**config.mk**
```make
export PLATFORM = sky130hd
export DESIGN_NAME = switch_dwell_scheduler
export DESIGN_NICKNAME = d
export VERILOG_FILES = /design/src/rtl/switch_dwell_scheduler.sv
export SDC_FILE = /design/constraint.sdc
export NUM_CORES = 1
export LEC_CHECK = 0
export CAP_MARGIN = 40
export CORE_ASPECT_RATIO = 0.8
export CORE_MARGIN = 2
export CORE_UTILIZATION = 38
export CTS_BUF_LIST = sky130_fd_sc_hd__clkbuf_16
export DETAILED_ROUTE_END_ITERATION = 10
export PLACE_DENSITY = 0.81
export SLEW_MARGIN = 20
export SYNTH_ARGS = -nofsm -noshare
export SYNTH_HDL_FRONTEND = slang
export SYNTH_SLANG_ARGS = --single-unit
```
**constraint.sdc**
```tcl
create_clock -name clk -period 2.7 [get_ports clk]
set_input_delay 0.54 -clock clk [delete_from_list [all_inputs] [get_ports clk]]
set_output_delay 0.54 -clock clk [all_outputs]
set_load 0.01 [all_outputs]
```
**src/rtl/switch_dwell_scheduler.sv**
```systemverilog
// Round-robin scheduler sharing one dwell down-counter among N_CH switch channels.
// Optional post-event guard interval is compiled in with `define DWELL_SCHED_GUARD_EN.
module switch_dwell_scheduler #(
    parameter int unsigned N_CH      = 4,
    parameter int unsigned WIDTH     = 16,
    parameter int unsigned GUARD_CYC = 2
) (
    input  logic                      clk,
    input  logic                      rst,
    input  logic [N_CH-1:0]           req,
    input  logic [N_CH*WIDTH-1:0]     dwell,
    output logic [N_CH-1:0]           grant,
    output logic                      busy,
    output logic                      done,
    output logic                      abort,
    output logic [$clog2(N_CH)-1:0]   evt_ch,
    output logic                      cnt_load,
    output logic                      cnt_en,
    output logic [WIDTH-1:0]          cnt_limit,
    input  logic [WIDTH-1:0]          cnt_q
);

    localparam int unsigned CW = $clog2(N_CH);

`ifdef DWELL_SCHED_GUARD_EN
    localparam int unsigned GW = $clog2(GUARD_CYC + 1);
    typedef enum logic [1:0] {S_IDLE, S_LOAD, S_COUNT, S_GUARD} state_t;
    logic [GW-1:0] gcnt;
`else
    typedef enum logic [1:0] {S_IDLE, S_LOAD, S_COUNT} state_t;
`endif

    state_t          state;
    logic [CW-1:0]   ptr;
    logic [CW-1:0]   cur;
    logic [CW-1:0]   pick;
    logic            pick_vld;
    logic            in_count;

    // First requester at or after the round-robin pointer, wrapping.
    always_comb begin
        logic [CW-1:0] idx;
        idx      = '0;
        pick     = '0;
        pick_vld = 1'b0;
        for (int i = 0; i < N_CH; i++) begin
            idx = CW'((int'(ptr) + i) % N_CH);
            if (!pick_vld && req[idx]) begin
                pick     = idx;
                pick_vld = 1'b1;
            end
        end
    end

    // done/abort must coincide with the cycle that observes cnt_q==0 or the
    // dropped request, so they are decoded from the registered state.
    assign in_count = (state == S_COUNT) && !rst;
    assign abort    = in_count && !req[cur];
    assign done     = in_count && req[cur] && (cnt_q == '0);
    assign evt_ch   = cur;

    always_ff @(posedge clk) begin
        if (rst) begin
            state     <= S_IDLE;
            ptr       <= '0;
            cur       <= '0;
            grant     <= '0;
            busy      <= 1'b0;
            cnt_load  <= 1'b0;
            cnt_en    <= 1'b0;
            cnt_limit <= '0;
`ifdef DWELL_SCHED_GUARD_EN
            gcnt      <= '0;
`endif
        end else begin
            case (state)
                S_IDLE: begin
                    if (pick_vld) begin
                        cur       <= pick;
                        cnt_limit <= dwell[pick*WIDTH +: WIDTH];
                        grant     <= N_CH'(1) << pick;
                        busy      <= 1'b1;
                        cnt_load  <= 1'b1;
                        cnt_en    <= 1'b1;
                        state     <= S_LOAD;
                    end
                end
                S_LOAD: begin
                    cnt_load <= 1'b0;
                    ptr      <= (cur == CW'(N_CH - 1)) ? '0 : cur + 1'b1;
                    state    <= S_COUNT;
                end
                S_COUNT: begin
                    // Abort and normal completion leave COUNT the same way.
                    if (!req[cur] || (cnt_q == '0)) begin
                        grant  <= '0;
                        cnt_en <= 1'b0;
`ifdef DWELL_SCHED_GUARD_EN
                        gcnt   <= '0;
                        state  <= S_GUARD;
`else
                        busy   <= 1'b0;
                        state  <= S_IDLE;
`endif
                    end
                end
`ifdef DWELL_SCHED_GUARD_EN
                S_GUARD: begin
                    if (gcnt == GW'(GUARD_CYC - 1)) begin
                        busy  <= 1'b0;
                        state <= S_IDLE;
                    end else begin
                        gcnt <= gcnt + 1'b1;
                    end
                end
`endif
                default: begin
                    grant    <= '0;
                    busy     <= 1'b0;
                    cnt_load <= 1'b0;
                    cnt_en   <= 1'b0;
                    state    <= S_IDLE;
                end
            endcase
        end
    end

    // Catch illegal parameterisations in simulation.
    always_ff @(posedge clk) begin : param_check
        assert (N_CH >= 2 && N_CH <= 16 && GUARD_CYC >= 1)
            else $error("switch_dwell_scheduler: parameter out of range");
    end

endmodule
```
==> results of run 1 <==
## worst min path at each step
stage	startpoint	to	slack, ns
2_1_floorplan	cnt_load$_SDFFE_PP0P_	cnt_load$_SDFFE_PP0P_	0.48
3_3_place_gp	grant[0]$_SDFFE_PP0P_	grant[0]$_SDFFE_PP0P_	0.43
3_5_place_dp	grant[0]$_SDFFE_PP0P_	grant[0]$_SDFFE_PP0P_	0.45
4_1_cts	cnt_load$_SDFFE_PP0P_	cnt_load$_SDFFE_PP0P_	0.46
5_1_grt	grant[0]$_SDFFE_PP0P_	grant[0]$_SDFFE_PP0P_	0.48
6_report	grant[0]$_SDFFE_PP0P_	grant[0]$_SDFFE_PP0P_	0.46
## worst max-delay path, cell delays in order
cell and delay (ns):
clkdlybuf4s50_1 0.43, mux4_1 0.58, nor3_1 0.16, dlygate4sd2_1 0.29
## final cells by class
class,instances,area (sq um),share of cell area
sequential,28,561,0.188
clock buffer,3,75.1,0.0252
inverter,3,11.3,0.00377
clock inverter,1,30.0,0.0101
tap,57,71.3,0.0239
multi-input combinational,142,1010,0.338
timing repair buffer,125,1230,0.412
## stage by stage
stage	util	TNS [ns]
final	0.714	0
after global routing	0.714	0
after CTS	0.714	0
after detailed placement	0.690	-0.146
after global placement	0.690	-0.0504
after floorplan	-	0
## power breakdown
part	internal (mW)	switching, mW
Sequential	0.467	0.0386
Clock	0.295	0.147
Combinational	0.314	0.222
Total	1.08	0.407
## logic make-up (layout without fill, tap and decap cells)
group / Yosys count / after routing / share of synthesized area
simple gates: 70 / 70 / 0.216
compound gates: 52 / 52 / 0.259
flops: 28 / 28 / 0.338
mux: 19 / 19 / 0.124
buf+inv: 17 / 132 / 0.0550
fa+ha+maj: 1 / 1 / 0.00754
## cell usage in the layout, fill, tap and decap left out, types with 3 or more instances in the layout
cell type,Yosys,routed
a21oi_1,17,17
a21oi_2,7,7
and3_1,15,15
buf_4,2,12
clkbuf_16,0,3
clkdlybuf4s50_1,0,110
dfxtp_1,28,28
inv_1,3,3
mux2i_1,18,18
nand2_1,25,25
nand2b_1,5,5
nor2_1,7,7
nor2b_1,5,5
nor3_1,3,3
nor4_1,5,5
o221ai_1,9,9
o221ai_2,7,7
## layer usage
metal	wire length (microns)	part of all wire	track usage
met5	0	0	0
met1	2400	0.45	0.273
met3	325	0.060	0.0630
met2	2580	0.48	0.373
met4	70	0.013	0.0357
## flip-flops by register name, summed over array words and instances, names as in the netlist
signal,count
cnt_en,1
cnt_load,1
evt_ch,2
grant,4
ptr,2
state,2
cnt_limit,16
==> summary.txt, run 1 <==
initial antenna violation count -> 0
top-area cell type share of the netlist area -> 0.338
max_cap viols -> 0
DPL Wire Length -> 4070 microns
EDFF count, synth -> 0
CTS Buffer Depth -> 2
Mapped Area -> 1660 sq um
Vias/cell -> 5.24
clock slew at reported path FFs -> 0.07 ns
R2R setup slack -> 0.80 ns
area leader, netlist -> dfxtp_1
Main synth FF type -> dfxtp_1
Worst Clk Skew -> 0.00549 ns
post-route cell area -> 2980 sq um
Hold Path Depth -> 1
Reg2Reg Depth -> 5
final std cells w/o fill -> 359
vias in the first global route -> 1837
fin crit share -> 0.938
worst-skew pair later-pin latency -> 0.26 ns
Setup Viol. Count Final -> 0
status -> complete, no violations
asr flop ratio synth -> 0
CTS Buf Count -> 3
synth unique cells -> 36
port buffer count -> 112
clock sinks -> 28
die area -> 4910 sq um
Post-Synthesis Cells -> 187
GRT Util Overall -> 0.217
top-count cell post-synth -> dfxtp_1
sequential fraction of the synthesis area -> 0.338
Area Overhead vs Synth -> 79.9%
hold buffers post-CTS -> 0
FF-to-FF End -> grant[3]$_SDFFE_PP0P_
FMAX -> 395 MHz
Leak -> 1.18 nW
critical path arrival -> 1.99 ns
pre-CTS setup slack -> -0.113 ns
Initial Util -> 0.397
Synth top cells by count -> dfxtp_1, nand2_1, mux2i_1
H-tree depth -> 1
drt drc -> 0
CP Data Required Time -> 2.16 ns
PwrDens -> 497 nW/um^2
Fill cells -> 334
CTS tree -> done
Crit Path Max Fanout -> 3
Die Span X -> 77.9 microns
core box area -> 4180 sq um
io pins -> 113
hold slack -> 0.457 ns
Worst Hold Class -> reg -> reg
Routed WL -> 5380 microns
Placed Area -> 2880 sq um
largest net degree at the start of global routing -> 26
Post-CTS Resized -> 2
register bit total from synthesis -> 28
CP Launch Type -> input pin
# rows -> 21
drt first pass iters -> 4
worst-margin pin slew -> 0.678 ns
VDD IR max -> 0.364 mV
RSZ-0062 raised after global routing -> no
RePlAce Congestion -> 0.784
Worst setup endpoint -> abort
crit path capture type -> output port
placed cell count -> 355
total power -> 1.48 mW
first-pass GRT wire length -> 8600 microns
Synth area leaders -> dfxtp_1, mux2i_1, o221ai_2, and3_1, nand2_1
min cycle time layout -> 2.53 ns
Setup crit start -> req[1]
Mapped Avg Cell Area -> 8.87 sq um
die height -> 63.1 microns
n_diodes -> 0
worst rel slew slack -> 0.548
fin worst setup slack -> 0.166 ns
fin nets -> 390
max-slew violations -> 0
share of cells above drive strength 1 -> 0.113
Vias -> 1880
antenna viol nets, final -> 0
Post-CTS Setup Inserts -> 0
critical path class -> in -> out
wire length per cell -> 15.0 microns
Root Driver -> clkbuf_16
final hold violation count -> 0
syn_nets -> 274
Synthesis Warnings -> 0
r2r startpoint -> evt_ch[0]$_SDFFE_PP0P_
total gr overflow -> 0
Iter 0 DRT Violations -> 72
(Power assumes the default switching activity.)
==> run 2: changes to the inputs <==
CORE_UTILIZATION = 36   (was 38)
PLACE_DENSITY = 0.82   (was 0.81)
clock period = 2.88 ns   (was 2.7 ns; I/O delays follow)
==> summary.txt, run 2 (synthesized netlist as in run 1, its figures left out) <==
crit path capture type -> output port
RSZ-0062 raised after global routing -> no
HP Start -> grant[0]$_SDFFE_PP0P_
Hold EP -> grant[0]$_SDFFE_PP0P_
status -> complete, no violations
Crit Path Max Fanout -> 3 (unchanged)
R2R setup slack -> 1.01 ns (+0.21 ns)
Hold Path Depth -> 1 (unchanged)
commonest cells after routing, fill and taps aside -> clkdlybuf4s50_1, dfxtp_1, nand2_1, mux2i_1, a21oi_1
share of cells above drive strength 1 -> 0.122 (+0.00953)
PwrDens -> 462 nW/um^2 (-7.1%)
Vias -> 1866 (-0.74%)
Vias/cell -> 5.14 (-1.8%)
Top reg by flops -> cnt_limit
Reg2Reg Depth -> 5 (unchanged)
io pins -> 113 (unchanged)
Area Overhead vs Synth -> 80.1%
RePlAce Congestion -> 0.785 (about the same)
drt first pass iters -> 4 (unchanged)
total power -> 1.38 mW (-7.0%)
Initial Util -> 0.368 (-0.0296)
wire length per cell -> 14.4 microns (-3.8%)
FMAX -> 358 MHz
min cycle time layout -> 2.79 ns
CP Data Required Time -> 2.30 ns (+0.14 ns)
Routed WL -> 5230 microns (-2.8%)
pre-CTS setup slack -> -0.00178 ns (+0.111 ns)
CTS Buffer Depth -> 2 (unchanged)
Setup Viol. Count Final -> 0 (unchanged)
worst-margin pin slew -> 0.620 ns (-0.0578 ns)
Iter 0 DRT Violations -> 150 (+110%)
n_diodes -> 0 (unchanged)
r2r startpoint -> evt_ch[0]$_SDFFE_PP0P_
hold slack -> 0.455 ns (-0.00184 ns)
CP Launch Type -> input pin
Worst Hold Class -> reg -> reg
max-slew violations -> 0 (unchanged)
GRT Util Overall -> 0.206 (-0.0110)
leading cell type in the layout, fill and taps excluded -> clkdlybuf4s50_1
first-pass GRT wire length -> 8420 microns (-2.1%)
critical path class -> in -> out
clock slew at reported path FFs -> 0.07 ns (about the same)
FF-to-FF End -> grant[3]$_SDFFE_PP0P_
critical path arrival -> 2.22 ns (+0.23 ns)
CTS Buf Count -> 3 (unchanged)
largest net degree at the start of global routing -> 21 (-19%)
final core occ -> 0.662 (-0.0524)
die height -> 64.7 microns (+2.6%)
Die Span X -> 79.9 microns (+2.6%)
Largest register FFs -> 16 (unchanged)
port buffer count -> 112 (unchanged)
# rows -> 22 (+4.8%)
core box area -> 4510 sq um (+8.1%)
die area -> 5170 sq um (+5.2%)
fin crit share -> 0.970
fin worst setup slack -> 0.0870 ns (-0.0793 ns)
antenna viol nets, final -> 0 (unchanged)
worst-skew pair later-pin latency -> 0.27 ns (about the same)
clock sinks -> 28 (unchanged)
fin nets -> 391 (+0.26%)
Root Driver -> clkbuf_16
Largest regs -> cnt_limit x16, grant x4
Worst Clk Skew -> 0.00813 ns (+0.00264 ns)
final hold violation count -> 0 (unchanged)
VDD IR max -> 0.322 mV (-12%)
drt drc -> 0 (unchanged)
worst rel slew slack -> 0.587 (+0.0385)
vias in the first global route -> 1796 (-2.2%)
CTS tree -> done
H-tree depth -> 1 (unchanged)
Leak -> 1.16 nW (-1.1%)
DPL Wire Length -> 4080 microns (+0.21%)
initial antenna violation count -> 0 (unchanged)
total gr overflow -> 0 (unchanged)
max_cap viols -> 0 (unchanged)
[run 2: metrics by stage]
step / cell area (sq um) / instances / TNS [ns]
6_report: 2990 / 363 / 0
5_1_grt: 2990 / 363 / 0
4_1_cts: 2970 / 361 / 0
3_5_place_dp: 2870 / 357 / -0.00178
3_3_place_gp: 2870 / 357 / 0
2_1_floorplan: 1660 / 187 / 0
[run 2: worst max-delay path by stage]
stage	end	slack [ns]	start	depth (start not counted)
floorplan	abort	0.90	req[1]	2
global placement	abort	0.06	req[1]	4
detailed placement	done	-0.002	cnt_q[9]	5
CTS	done	0.003	cnt_q[9]	5
global route	done	0.01	cnt_q[1]	5
finish	abort	0.09	req[3]	4
[run 2: layer usage]
| metal | vias up | share of wire | GRT usage |
|---|---|---|---|
| met3 | 2 | 0.083 | 0.0682 |
| met5 | - | 0 | 0 |
| met4 | 0 | 0.0038 | 0.0254 |
| met1 | 859 | 0.42 | 0.259 |
| met2 | 71 | 0.50 | 0.353 |
| li1 | 934 | - | - |
[run 2: where the power goes]
group / leakage [nW] / switching, mW / total (mW) / internal [mW]
sequential: 0.231 / 0.0342 / 0.472 / 0.438
combinational: 0.881 / 0.205 / 0.493 / 0.288
clock: 0.0511 / 0.137 / 0.414 / 0.277
[run 2: final cells by class]
class	count	area, sq um
fillers	386	1530
clock buffers	3	75.1
repair buffers	126	1230
well taps	60	75.1
clock inverters	1	30.0
inverters	3	11.3
multi-input cells	142	1010
flip-flops and latches	28	561
[run 2: critical path, stage by stage]
cell	delay (ns)
clkdlybuf4s50_1	0.43
mux4_2	0.51
nor3_1	0.14
clkdlybuf4s50_1	0.55
[run 2: repair_timing]
item	in CTS	in global routing
setup buffers	0	2
pin swaps	1	1
hold buffers	0	0
gates resized for setup	0	2
setup endpoints to repair	1	2
==> run 3: changes to the inputs <==
CAP_MARGIN = 0   (was 40)
==> results of run 3 <==
Same layout as run 2: the final DEF is identical, and so are final timing and power.
